===== config.mk =====
export PLATFORM = sky130hd
export DESIGN_NAME = decode_hazard_sequencer
export DESIGN_NICKNAME = d
export VERILOG_FILES = /design/src/rtl/decode_hazard_sequencer.sv
export SDC_FILE = /design/constraint.sdc
export NUM_CORES = 1
export LEC_CHECK = 0
export BUFFER_PORTS_ARGS = -buffer_cell sky130_fd_sc_hd__buf_2
export CAP_MARGIN = 10
export CORE_ASPECT_RATIO = 0.5
export CORE_MARGIN = 5
export CORE_UTILIZATION = 40
export CTS_CLUSTER_SIZE = 25
export DETAILED_ROUTE_END_ITERATION = 8
export PLACE_DENSITY = 0.7
export SYNTH_ARGS = -nofsm -noshare
export SYNTH_HDL_FRONTEND = slang
export SYNTH_SLANG_ARGS = --single-unit

===== constraint.sdc =====
create_clock -name clk -period 2.39 [get_ports clk]
set_input_delay 0.3585 -clock clk [delete_from_list [all_inputs] [get_ports clk]]
set_output_delay 0.3585 -clock clk [all_outputs]
set_load 0.05 [all_outputs]

===== src/rtl/decode_hazard_sequencer.sv =====
// -----------------------------------------------------------------------------
// decode_hazard_sequencer
//
// Sequences the fetch/decode/execute boundary of the 5-stage CPU. It decides
// each cycle whether the PC and FetchDecode_register must hold, whether
// FetchDecode_register must be flushed to a nop, and whether the nop mux in
// front of DecodeExecute_register must inject a bubble.
//
// Three event types are resolved, in this priority order while running:
//   1. load-use hazard between the load in execute and the instruction in decode
//   2. taken branch resolved by the comparator in decode
//   3. multi-cycle vector op that occupies execute for VEC_LATENCY cycles
// A saturating counter records every cycle in which a bubble is injected.
//
// Ports:
//   clk              clock, all state changes on the rising edge
//   reset            asynchronous reset, active low (0 = in reset)
//   rs1_decode       source register 1 of the decode instruction
//   rs2_decode       source register 2 of the decode instruction
//   vector_op_decode decode instruction is a vector ALU op
//   branch_taken     comparator resolved a taken branch in decode
//   rd_execute       destination register of the execute instruction
//   load_execute     execute instruction is a load
//   count_clear      synchronous clear of bubble_count (wins over increment)
//   stall_pc         hold PC
//   stall_fd         hold FetchDecode_register
//   flush_fd         clear FetchDecode_register to nop
//   nop_de           select the nop input of the DecodeExecute mux
//   busy             sequencer is in a multi-cycle state
//   bubble_count     number of cycles with nop_de=1, saturating
// -----------------------------------------------------------------------------
module decode_hazard_sequencer #(
  parameter int LOAD_BUBBLES   = 1,
  parameter int BRANCH_BUBBLES = 1,
  parameter int VEC_LATENCY    = 4,
  parameter int CNT_W          = 16
) (
  input  logic             clk,
  input  logic             reset,
  input  logic [4:0]       rs1_decode,
  input  logic [4:0]       rs2_decode,
  input  logic             vector_op_decode,
  input  logic             branch_taken,
  input  logic [4:0]       rd_execute,
  input  logic             load_execute,
  input  logic             count_clear,
  output logic             stall_pc,
  output logic             stall_fd,
  output logic             flush_fd,
  output logic             nop_de,
  output logic             busy,
  output logic [CNT_W-1:0] bubble_count
);

  // The first cycle of every event is handled in RUN, so the down-counter
  // only has to cover the remaining cycles: at most MAX_LAT-2.
  localparam int MAX_LB_BR = (LOAD_BUBBLES > BRANCH_BUBBLES) ? LOAD_BUBBLES : BRANCH_BUBBLES;
  localparam int MAX_LAT   = (MAX_LB_BR > VEC_LATENCY) ? MAX_LB_BR : VEC_LATENCY;
  localparam int CNT_BITS  = (MAX_LAT > 1) ? $clog2(MAX_LAT) : 1;

  localparam logic [CNT_BITS-1:0] LOAD_INIT =
    (LOAD_BUBBLES > 1) ? CNT_BITS'(LOAD_BUBBLES - 2) : '0;
  localparam logic [CNT_BITS-1:0] BRANCH_INIT =
    (BRANCH_BUBBLES > 1) ? CNT_BITS'(BRANCH_BUBBLES - 2) : '0;
  localparam logic [CNT_BITS-1:0] VEC_INIT =
    (VEC_LATENCY > 1) ? CNT_BITS'(VEC_LATENCY - 2) : '0;

  typedef enum logic [1:0] {
    RUN,
    LOAD_STALL,
    BR_FLUSH,
    VEC_BUSY
  } state_e;

  state_e             state_q;
  state_e             state_d;
  logic [CNT_BITS-1:0] cnt_q;
  logic [CNT_BITS-1:0] cnt_d;
  logic [CNT_W-1:0]   bubble_count_q;
  logic [CNT_W-1:0]   bubble_count_d;

  logic hazard_lu;
  logic stall_c;
  logic flush_c;
  logic nop_c;
  logic busy_c;

  // Register x0 is hard-wired to zero, so a load targeting it never creates
  // a real dependency.
  assign hazard_lu = load_execute && (rd_execute != 5'd0) &&
                     ((rd_execute == rs1_decode) || (rd_execute == rs2_decode));

  // Next-state and control decode. While a hazard is present the branch
  // comparator saw stale operands, so branch and vector requests from that
  // cycle are dropped and re-evaluated once the stall is over. Outputs are
  // forced low while reset is asserted so a stall is aborted at once.
  always_comb begin
    state_d = state_q;
    cnt_d   = cnt_q;
    stall_c = 1'b0;
    flush_c = 1'b0;
    nop_c   = 1'b0;
    busy_c  = 1'b0;

    unique case (state_q)
      RUN: begin
        if (hazard_lu) begin
          stall_c = 1'b1;
          nop_c   = 1'b1;
          if (LOAD_BUBBLES > 1) begin
            state_d = LOAD_STALL;
            cnt_d   = LOAD_INIT;
          end
        end else if (branch_taken) begin
          flush_c = 1'b1;
          if (BRANCH_BUBBLES > 1) begin
            state_d = BR_FLUSH;
            cnt_d   = BRANCH_INIT;
          end
        end else if (vector_op_decode) begin
          if (VEC_LATENCY > 1) begin
            state_d = VEC_BUSY;
            cnt_d   = VEC_INIT;
          end
        end
      end

      LOAD_STALL: begin
        stall_c = 1'b1;
        nop_c   = 1'b1;
        busy_c  = 1'b1;
        if (cnt_q == '0) begin
          state_d = RUN;
        end else begin
          cnt_d = cnt_q - CNT_BITS'(1);
        end
      end

      BR_FLUSH: begin
        flush_c = 1'b1;
        busy_c  = 1'b1;
        if (cnt_q == '0) begin
          state_d = RUN;
        end else begin
          cnt_d = cnt_q - CNT_BITS'(1);
        end
      end

      VEC_BUSY: begin
        stall_c = 1'b1;
        nop_c   = 1'b1;
        busy_c  = 1'b1;
        if (cnt_q == '0) begin
          state_d = RUN;
        end else begin
          cnt_d = cnt_q - CNT_BITS'(1);
        end
      end

      default: begin
        state_d = RUN;
        cnt_d   = '0;
      end
    endcase

    if (!reset) begin
      stall_c = 1'b0;
      flush_c = 1'b0;
      nop_c   = 1'b0;
      busy_c  = 1'b0;
    end
  end

  // Bubble counter: clear wins over increment, and the count sticks at
  // all-ones instead of wrapping.
  always_comb begin
    bubble_count_d = bubble_count_q;
    if (count_clear) begin
      bubble_count_d = '0;
    end else if (nop_c && (bubble_count_q != '1)) begin
      bubble_count_d = bubble_count_q + CNT_W'(1);
    end
  end

  always_ff @(posedge clk or negedge reset) begin
    if (!reset) begin
      state_q        <= RUN;
      cnt_q          <= '0;
      bubble_count_q <= '0;
    end else begin
      state_q        <= state_d;
      cnt_q          <= cnt_d;
      bubble_count_q <= bubble_count_d;
    end
  end

  assign stall_pc     = stall_c;
  assign stall_fd     = stall_c;
  assign flush_fd     = flush_c;
  assign nop_de       = nop_c;
  assign busy         = busy_c;
  assign bubble_count = bubble_count_q;

endmodule


Word level (Yosys, flattened, before mapping)
Cells that the tools add are included.
{"block": "op_classes", "n_addsub": 2, "eq_ne": 11, "muxes": 21, "n_reduce_logical": 12}
{"cell": "$mux 16", "n": 2}
{"cell": "$add 16x1->16 const B", "n": 1}
{"cell": "$mux 2", "n": 8}
{"cell": "$ne 16x16->1 const B", "n": 1}
{"cell": "$eq 5x5->1", "n": 2}
{"cell": "$ne 2x2->1 const B", "n": 4}
{"cell": "$pmux 2 s2", "n": 2}
{"cell": "$reduce_and 4->1", "n": 2}
{"cell": "$mux 1", "n": 7}
{"cell": "$reduce_bool 5->1", "n": 1}
{"cell": "$eq 2x2->1 const B", "n": 2}
{"cell": "$logic_not 2->1", "n": 2}
{"cell": "$pmux 1 s2", "n": 2}
{"cell": "$logic_and 1x1->1", "n": 3}
{"cell": "$reduce_or 3->1", "n": 1}
{"cell": "$eq 2x1->1 const B", "n": 1}
{"cell": "$ne 2x1->1 const B", "n": 1}
{"cell": "$reduce_bool 2->1", "n": 1}
{"cell": "$reduce_or 2->1", "n": 1}
{"cell": "$sub 2x1->2 const B", "n": 1}
{"cell": "$logic_or 1x1->1", "n": 1}
{"block": "totals", "reg_bits": 20, "input_bits": 21, "out_inout_bits": 21, "wordCells": 49}

Depth between registers and ports, before layout
Gate-level depths: netlist of run 1.
{"block": "logic_depth", "word_depth": 9, "depth_mapped": 7, "ltp_nobuf": 6}

Least setup slack after synthesis of run 1
OpenSTA, ideal clock, no wires.
{"block": "synth_timing", "path_type": "input to output", "from": "input port rd_execute[4]", "to": "output port stall_fd", "arrival_ps": 2143, "required_time_ps": 2032, "setup_slack_ps": -112, "path_stages": 7, "path_buffers": 2, "path_cell_list": "xnor2_1 nand3_1 o22ai_2 a31oi_2 buf_2 nor2_1 buf_4"}
{"block": "synth_via", "elab_chain_len": 6, "word_cells_on_any_way": 9, "cone_classes": "2 x eq/ne; 3 x mux; 4 x reduce/logical"}
{"item": "from (decl)", "line_no": "44", "source": "input logic [4:0] rd_execute,"}
{"item": "$eq 5x5->1 or $reduce_bool 5->1 (tied branches)", "line_no": "91, 90"}
{"item": "$logic_or 1x1->1 or $logic_and 1x1->1 (tied branches)", "line_no": "91, 90"}
{"item": "$logic_and 1x1->1 (*)", "line_no": "90", "source": "assign hazard_lu = load_execute && (rd_execute != 5'd0) &&"}
{"item": "$mux 1 (*)"}
{"item": "$pmux 1 s2 (*)"}
{"item": "$mux 1 (*)"}
{"item": "to (decl)", "line_no": "48", "source": "output logic stall_fd,"}
Mark *: on every way between the ends. The rest lies on a longest branch, timed or not.

Final worst setup path of run 1
{"block": "layout_timing", "from": "input port reset", "to": "output port flush_fd"}
{"block": "layout_via", "elab_chain_len": 1}
{"item": "from (decl)", "line_no": "39", "source": "input logic reset,"}
{"item": "$mux 1", "line_no": "166", "source": "if (!reset) begin"}
{"item": "to (decl)", "line_no": "49", "source": "output logic flush_fd,"}
No other way between the ends.

==> results of run 1 <==
[final timing paths]
check / to / cells after the start
worst max register to register: bubble_count[9]$_DFFE_PN0P_ / 6
max in group asynchronous: bubble_count[0]$_DFFE_PN0P_ / 3
worst min-delay path: state_q[0]$_DFFE_PN0P_ / 2
worst max-delay path: flush_fd / 5
worst min register to register: cnt_q[0]$_DFFE_PN0P_ / 3
min in group asynchronous: bubble_count[7]$_DFFE_PN0P_ / 2
[layout by cell type (no fill, tap or decap), drive strengths merged, types with 2 or more instances in the layout]
cell type  synthesis  final
inv                7      7
nand3              8      8
nand2              9      9
xnor2             10     10
mux2               8      8
or4                6      6
buf                4     43
o31ai              6      6
dfrtp             19     19
and3               5      5
and2               3      3
nor3               3      3
nand4              7      7
a21oi              6      6
nor2              15     15
nor4               6      6
nand2b             2      2
nor2b              8      8
ha                 2      2
clkbuf             3      4
[layer usage]
metal | part of all wire, % | global-route usage [%] | vias to the layer above
met5 | 0 | 0 | -
met4 | 0.84 | 3.22 | 0
met3 | 5.3 | 4.18 | 5
met2 | 49 | 26.1 | 29
met1 | 45 | 16.9 | 584
li1 | - | - | 605
[cell type report]
cell class,instances,area share (%)
Multi-Input combinational cell,113,47.1
Inverter,7,1.66
Tap cell,40,3.15
Timing Repair Buffer,44,15.3
Clock buffer,4,2.84
Sequential cell,19,30.0
[registers in the layout (all words and copies together), names as in the netlist]
name / flops
state_q: 1
bubble_count: 16
cnt_q: 2
[logic make-up (layout without fill, tap and decap cells)]
| logic type | count (synthesis) | after routing |
|---|---|---|
| fa+ha+maj | 2 | 2 |
| mux | 9 | 9 |
| flops | 19 | 19 |
| buf+inv | 14 | 55 |
| simple gates | 74 | 74 |
| compound gates | 18 | 18 |
| xor+xnor | 10 | 10 |
[metrics by stage]
step                power (µW)  cells  cell area [µm²]  utilization [%]  setup WS, ps
global placement           782    222             1530             50.2           351
finish                    1010    227             1590             52.1           219
detailed placement         792    222             1530             50.2           321
global route              1070    227             1590             52.1          93.4
floorplan                  690    146             1290                -           172
CTS                       1020    227             1590             52.1           193
[critical path: stages]
cell and delay [ps]:
dlygate4sd3_1 520, buf_2 230, buf_4 280, and3_1 170, buf_2 250
[report_power, final]
part | total [µW] | switching [µW] | internal (µW)
logic | 407 | 262 | 145
registers | 377 | 22.9 | 354
clock network | 224 | 105 | 119
total | 1010 | 390 | 617
[repair_timing]
action,CTS,global route
setup endpoints to repair,0,0
hold endpoints to repair,6,0
hold buffers,1,0
==> metrics.txt, run 1 <==
synth-to-layout area growth=23.1%; mux contribution to synthesized area=7.77%; Final Cycle Share=90.8%; largest area contributor in the netlist=dfrtp_1; WL per Instance=13.1 µm; GPL Wtd Cong=0.875; Setup Crit Path Kind=input port to output pin; WP data required=2030 ps; Post-Syn Instances=146; Worst-Margin Slew=421 ps; slew margin rel.=72.0%; most frequent cell after synthesis=dfrtp_1; post-CTS sizing=0; status=finished, final reports clean; initial DRC count=76; CP Max Fanout=15; Yosys cell types=32; post-DP HPWL=2330 µm; vias per cell=5.39; CP arrival=1810 ps; Hold WS=380 ps; gr usage total=14.3%; endpoint type of the worst setup path=output pin; Pleak=0.000725 µW; ant diodes=0; Post-synth top flop=dfrtp_1; share of the synthesized area in the top cell type=36.9%; Pins Over Slew Limit=0; Clock Skew=2.99 ps; sequential share of the synthesized area=36.9%; vias in the first global route=1206; RSZ-0062 raised after global routing=no; most common library cells after synthesis=dfrtp_1 (19), nor2_1 (14), xnor2_1 (10); Max IR drop VDD=307 µV; pwr dens=635 nW/µm²; Syn Nets=169; startpoint types=input port; complex-gate fraction of the synthesized area=10.1%; register area=475 µm²; synthesized cell area=1290 µm²; Synth Area in XOR/XNOR=6.80%; GRT overflow=0; Post-Synth Adder-Cell Area=1.94%; Max Fclk=461 MHz; top post-synthesis cells by area=dfrtp_1 (37%), mux2_2 (7.0%), xnor2_1 (6.8%); nets=211; share of cells above drive strength 1=31.6%; Fin. Hold Viols=0; syn_area_per_cell=8.83 µm²; Synth async-reset ratio=100%; Yosys Warn Count=0; input/output buffers=41; H-tree depth=1; Post-route DRC=0; Root Buffer=clkbuf_8; post-CTS setup buffers=0; Pre-antenna DRT Iters=4; initial antenna violation count=0; die area=4530 µm²; #FFs+latches synth=19; # fillers=328; clock buffer depth=2; setup tns final=0 ps; Die H=50.1 µm; die width=90.3 µm; fin crit period=2170 ps; largest net degree at the start of global routing=26; HP Start=vector_op_decode; clock sink count=19; number of CTS-inserted buffers=3; Post-synth EDFFs=0; routed wire length=2980 µm; CTS tree=done; num ports=42; reg2reg start=bubble_count[2]$_DFFE_PN0P_; post-synthesis simple-gate area fraction=31.2%; row count=14; Min-Delay Path Class=input port to flip-flop; Core Region=3050 µm²; max-cap viol count=0; via count=1223; Initial Util=42.3%; Multi-input gate area=747 µm²; Final ANT Viol Nets=0; CP Launch Point=reset; main combinational cell family by area after synthesis=simple AND/OR/NAND/NOR gates; final setup fails=0; Clock transition at path regs=70 ps; r2r setup slk=380 ps; Clock Latency Late Sink=250 ps; first-pass GRT wire length=5390 µm
(Power assumes the default switching activity.)
==> run 2, diff against run 1 <==
CAP_MARGIN = 20   (was 10)
CORE_UTILIZATION = 45   (was 40)
PLACE_DENSITY = 0.8   (was 0.7)
clock period = 1.7 ns   (was 2.39 ns; I/O delays follow)
==> metrics.txt, run 2 (same netlist as run 1, synthesis figures left out) <==
status=finished with violations; failing checks=setup timing; critical path's slowest cell=dfrtp_2; clock buffer depth=2 (unchanged); CTS tree=done; Pleak=0.000965 µW (+33%); Largest register FFs=16 (unchanged); Multi-input gate area=938 µm² (+26%); first-pass GRT wire length=7000 µm (+30%); row count=13 (-1); Worst path max stage delay=360 ps (-160 ps); Flop pwr share=30.9% (-6.5 points); Clk pwr share=18.7% (-3.5 points); wire length on met1=1610 µm (+21%); vias per cell=6.09 (+13%); initial DRC count=189 (+150%); die area=4100 µm² (-9.4%); pwr dens=821 nW/µm² (+29%); Initial Util=48.3% (+6.0 points); number of CTS-inserted buffers=3 (unchanged); Clock transition at path regs=80 ps (about the same); Cell Area, Placed=1800 µm² (+17%); Root Buffer=clkbuf_8; post-DP HPWL=2790 µm (+20%); Final Cycle Share=111%; Top Metal Used=met4; max-cap viol count=0 (unchanged); ant diodes=0 (unchanged); detailed-routed wire length on met2=2190 µm (+49%); WP data required=1850 ps (-180 ps); post-route cell area=2120 µm² (+34%); switch share=39.3% (+0.56 points); setup ws final=-195 ps (-415 ps); Die H=47.8 µm (-4.6%); CP Max Fanout=5 (-10); num ports=42 (unchanged); Core Region=2670 µm² (-12%); startpoint types=flip-flop; Max Fclk=528 MHz; synth-to-layout area growth=64.9%; Pre-antenna DRT Iters=7 (+3); CP arrival=2050 ps (+240 ps); vias in the first global route=1531 (+27%); Final ANT Viol Nets=0 (unchanged); # fillers=153 (-53%); fin crit period=1900 ps; DR WL met3=495 µm (+220%); Pins Over Slew Limit=0 (unchanged); CP top delay family=simple AND/OR/NAND/NOR gates; sw power=685 µW (+76%); GPL Wtd Cong=0.946 (+8.1%); pre-CTS setup slack=-371 ps (-692 ps); via count=1560 (+28%); cell-internal power=1060 µW (+72%); critical path, cell by cell=nand4_1 -> nor2_2 -> nand4_1 -> buf_6 -> nor2_4 -> nor4_1 -> mux2_2; clock sink count=19 (unchanged); GRT overflow=0 (unchanged); WL per Instance=17.5 µm (+33%); Setup Crit Path Kind=flip-flop to flip-flop; Final Core Density=79.6% (+28 points); Clock Skew=4.01 ps (+1.02 ps); RSZ-0062 raised after global routing=yes; WP buf/inv=1 (-3); initial antenna violation count=0 (unchanged); nets=243 (+15%); Worst-Margin Slew=472 ps (+51.2 ps); commonest non-fill, non-tap cell in the layout=buf_2; largest net degree at the start of global routing=26 (unchanged); register area=490 µm² (+3.2%); routed wire length=4490 µm (+51%); Min-Delay Path Class=input port to flip-flop; input/output buffers=41 (unchanged); H-tree depth=1 (unchanged); Comb pwr share=50.3% (+9.9 points); Post-route DRC=0 (unchanged); slew margin rel.=68.5% (-3.4 points); share of cells above drive strength 1=59.8% (+28 points); final setup fails=18 (+18); endpoint type of the worst setup path=flip-flop; most frequent cells in the layout=buf_2 (31), buf_4 (26), buf_6 (13); Max IR drop VDD=558 µV (+82%); die width=85.7 µm (-5.1%); Clock Latency Late Sink=260 ps (about the same); Fin. Hold Viols=0 (unchanged); gr usage total=22.5% (+8.3 points); CP most frequent cell=nand4_1
==> run 2: cell count changes in the layout (fill, tap and decap cells not counted), sizes merged <==
cell / delta
clkinv: +1
buf: +30
clkbuf: -1
dlygate4sd3: +2
==> run 2: timing repair <==
item | 4_1_cts | 5_1_grt
pin swaps | 21 | 2
hold buffers | 3 | 0
buffers inserted | 6 | 0
endpoints found under the setup margin | 18 | 20
endpoints found under the hold margin | 19 | 0
gates resized for setup | 36 | 12
==> run 2: final cells by class <==
cell class                      count  area share (%)
Clock buffer                        3            1.94
Clock inverter                      1           0.236
Inverter                            7            1.24
Multi-Input combinational cell    113            44.2
Sequential cell                    19            23.1
Tap cell                           37            2.18
Timing Repair Buffer               76            27.1
==> run 2: per-layer routing <==
metal	GRT usage, %	vias up
li1	-	671
met1	23.5	738
met2	43.1	119
met3	7.39	32
met4	11.7	0
met5	0	-
==> run 2: path summary, 6_finish.rpt <==
check | cells past startpoint | to | slack, ps | start
max | 7 | bubble_count[9]$_DFFE_PN0P_ | -200 | bubble_count[4]$_DFFE_PN0P_
min | 2 | state_q[0]$_DFFE_PN0P_ | 280 | vector_op_decode
max reg2reg | 7 | bubble_count[9]$_DFFE_PN0P_ | -200 | bubble_count[4]$_DFFE_PN0P_
min reg2reg | 3 | cnt_q[0]$_DFFE_PN0P_ | 530 | cnt_q[0]$_DFFE_PN0P_
max in group asynchronous | 3 | bubble_count[10]$_DFFE_PN0P_ | 700 | reset
min in group asynchronous | 2 | bubble_count[1]$_DFFE_PN0P_ | 400 | reset
==> run 2: power groups by stage <==
stage	registers (µW)	clock network [µW]	logic, µW
after floorplan	570	0	459
after global placement	542	0	657
after detailed placement	546	0	685
after CTS	539	327	836
after global routing	549	346	931
final	540	326	878
==> run 2: per-stage QoR <==
stage / cells / setup TNS (ps) / hold slack, ps / total power (µW)
after floorplan: 146 / -1400 / -40.6 / 1030
after global placement: 243 / -4320 / 69.0 / 1200
after detailed placement: 243 / -5200 / 71.9 / 1230
after CTS: 256 / -592 / 286 / 1700
after global routing: 256 / -3000 / 290 / 1830
final: 256 / -2090 / 284 / 1740
==> run 3, diff against run 2 <==
MAX_ROUTING_LAYER = met4   (was unset)
==> metrics.txt, run 3 (same netlist as run 1, synthesis figures left out) <==
Layout Cells excl Fill=255 (-0.39%); GRT overflow=0 (unchanged); nets=242 (-0.41%); Final Core Density=75.8% (-3.8 points); RSZ-0062 raised after global routing=yes; Final Cycle Share=107% (-4.4 points); die width=85.7 µm (unchanged); WL per Instance=15.0 µm (-15%); initial DRC count=161 (-15%); slew margin rel.=69.1% (+0.55 points); die area=4100 µm² (unchanged); post-DP HPWL=2580 µm (-7.5%); Final ANT Viol Nets=0 (unchanged); via count=1409 (-9.7%); Max IR drop VDD=417 µV (-25%); number of CTS-inserted buffers=3 (unchanged); gr usage total=20.0% (-2.5 points); Clock transition at path regs=80 ps (about the same); WP data required=1890 ps (+40 ps); first-pass GRT wire length=6150 µm (-12%); CP Max Fanout=5 (unchanged); input/output buffers=41 (unchanged); CTS tree=done; max-cap viol count=0 (unchanged); Post-route DRC=0 (unchanged); setup ws final=-121 ps (+74.5 ps); Core Region=2670 µm² (unchanged); CP Launch Point=bubble_count[10]$_DFFE_PN0P_; depth of the most critical reg-to-reg path=8 (+1); Clock Latency Late Sink=260 ps (about the same); fin crit period=1820 ps (-74.5 ps); status=finished with violations; initial antenna violation count=0 (unchanged); pwr dens=826 nW/µm² (+0.58%); Root Buffer=clkbuf_8; Max Fclk=549 MHz (+4.1%); clock sink count=19 (unchanged); routed wire length=3820 µm (-15%); Clock Skew=8.50 ps (+4.49 ps); vias in the first global route=1417 (-7.4%); synth-to-layout area growth=57.0%; r2r setup slk=-120 ps (+70 ps); reg2reg start=bubble_count[10]$_DFFE_PN0P_; CP arrival=2010 ps (-40 ps); Cell Area, Placed=1780 µm² (-0.70%); Largest register FFs=16 (unchanged); Worst-Margin Slew=462 ps (-9.73 ps); GPL Wtd Cong=0.961 (+1.6%); endpoint type of the worst setup path=flip-flop; Min-Delay Path Class=input port to flip-flop; num ports=42 (unchanged); failing checks=setup timing; Setup Crit Path Kind=flip-flop to flip-flop; Pre-antenna DRT Iters=4 (-3); row count=13 (unchanged); WHS Path Cells=2 (unchanged); Pleak=0.000921 µW (-4.6%); pre-CTS setup slack=-304 ps (+67.1 ps); commonest non-fill, non-tap cell in the layout=buf_2; Pins Over Slew Limit=0 (unchanged); Placed Cells=243 (unchanged); clock buffer depth=2 (unchanged); startpoint types=flip-flop; most frequent cells in the layout=buf_2 (35), buf_4 (28), dfrtp_2 (12); Initial Util=48.3% (unchanged); Die H=47.8 µm (unchanged); H-tree depth=1 (unchanged); vias per cell=5.53 (-9.3%); largest net degree at the start of global routing=26 (unchanged); Worst R2R End=bubble_count[13]$_DFFE_PN0P_; setup tns final=-770 ps (+1320 ps); ant diodes=0 (unchanged); HP Start=vector_op_decode; final setup fails=16 (-2); Fin. Hold Viols=0 (unchanged); post-route cell area=2020 µm² (-4.8%); Hold EP=state_q[0]$_DFFE_PN0P_; share of cells above drive strength 1=56.0% (-3.9 points)
-- run 3: changes by cell type in the layout (fill, tap and decap cells not counted), sizes merged --
cell,delta
buf,-1
clkbuf,+1
clkinv,-1
-- run 3: final cells by class --
| cell class | instances | area, µm² |
|---|---|---|
| clock buffers | 4 | 45.0 |
| fillers | 188 | 644 |
| inverters | 7 | 26.3 |
| multi-input cells | 113 | 883 |
| flip-flops and latches | 19 | 490 |
| well taps | 37 | 46.3 |
| repair buffers | 75 | 532 |
-- run 3: metrics by stage --
stage | power (µW) | hold WS (ps)
4_1_cts | 1620 | 276
2_1_floorplan | 1030 | -40.6
3_5_place_dp | 1180 | 67.5
5_1_grt | 1750 | 285
6_report | 1670 | 277
3_3_place_gp | 1160 | 67.2
-- run 3: layer usage --
layer | global-route usage (%) | up-vias | share of wire [%]
li1 | - | 669 | -
met1 | 22.0 | 659 | 40
met2 | 36.7 | 71 | 50
met3 | 4.81 | 10 | 8.5
met4 | 7.89 | 0 | 1.8
met5 | - | - | 0
-- run 3: how the worst max path moves through the flow --
stage / to / slack [ps] / cells after the start
floorplan: bubble_count[5]$_DFFE_PN0P_ / -170 / 6
global placement: bubble_count[10]$_DFFE_PN0P_ / -260 / 8
detailed placement: bubble_count[13]$_DFFE_PN0P_ / -300 / 8
CTS: bubble_count[13]$_DFFE_PN0P_ / -70 / 8
global route: bubble_count[13]$_DFFE_PN0P_ / -160 / 8
finish: bubble_count[13]$_DFFE_PN0P_ / -120 / 8
-- run 3: worst max-delay path: stages, from the launching register on --
cell,delay [ps]
dfrtp_2,410
and2_4,160
and3_4,190
nand4_1,90
buf_4,150
nor2_4,60
buf_6,120
or4_4,410
a21oi_2,160
-- run 3: power by group --
group / switching, µW / internal, µW / leakage, µW
registers: 37.5 / 499 / 0.000238
logic: 444 / 363 / 0.000660
clock network: 160 / 167 / 0.0000228
-- run 3: what timing repair did --
| action | in CTS | in global routing |
|---|---|---|
| setup buffers | 5 | 0 |
| gates resized for setup | 13 | 20 |
| endpoints found under the setup margin | 16 | 20 |
| pin swaps | 11 | 10 |
| endpoints found under the hold margin | 19 | 0 |
| hold buffers | 3 | 0 |
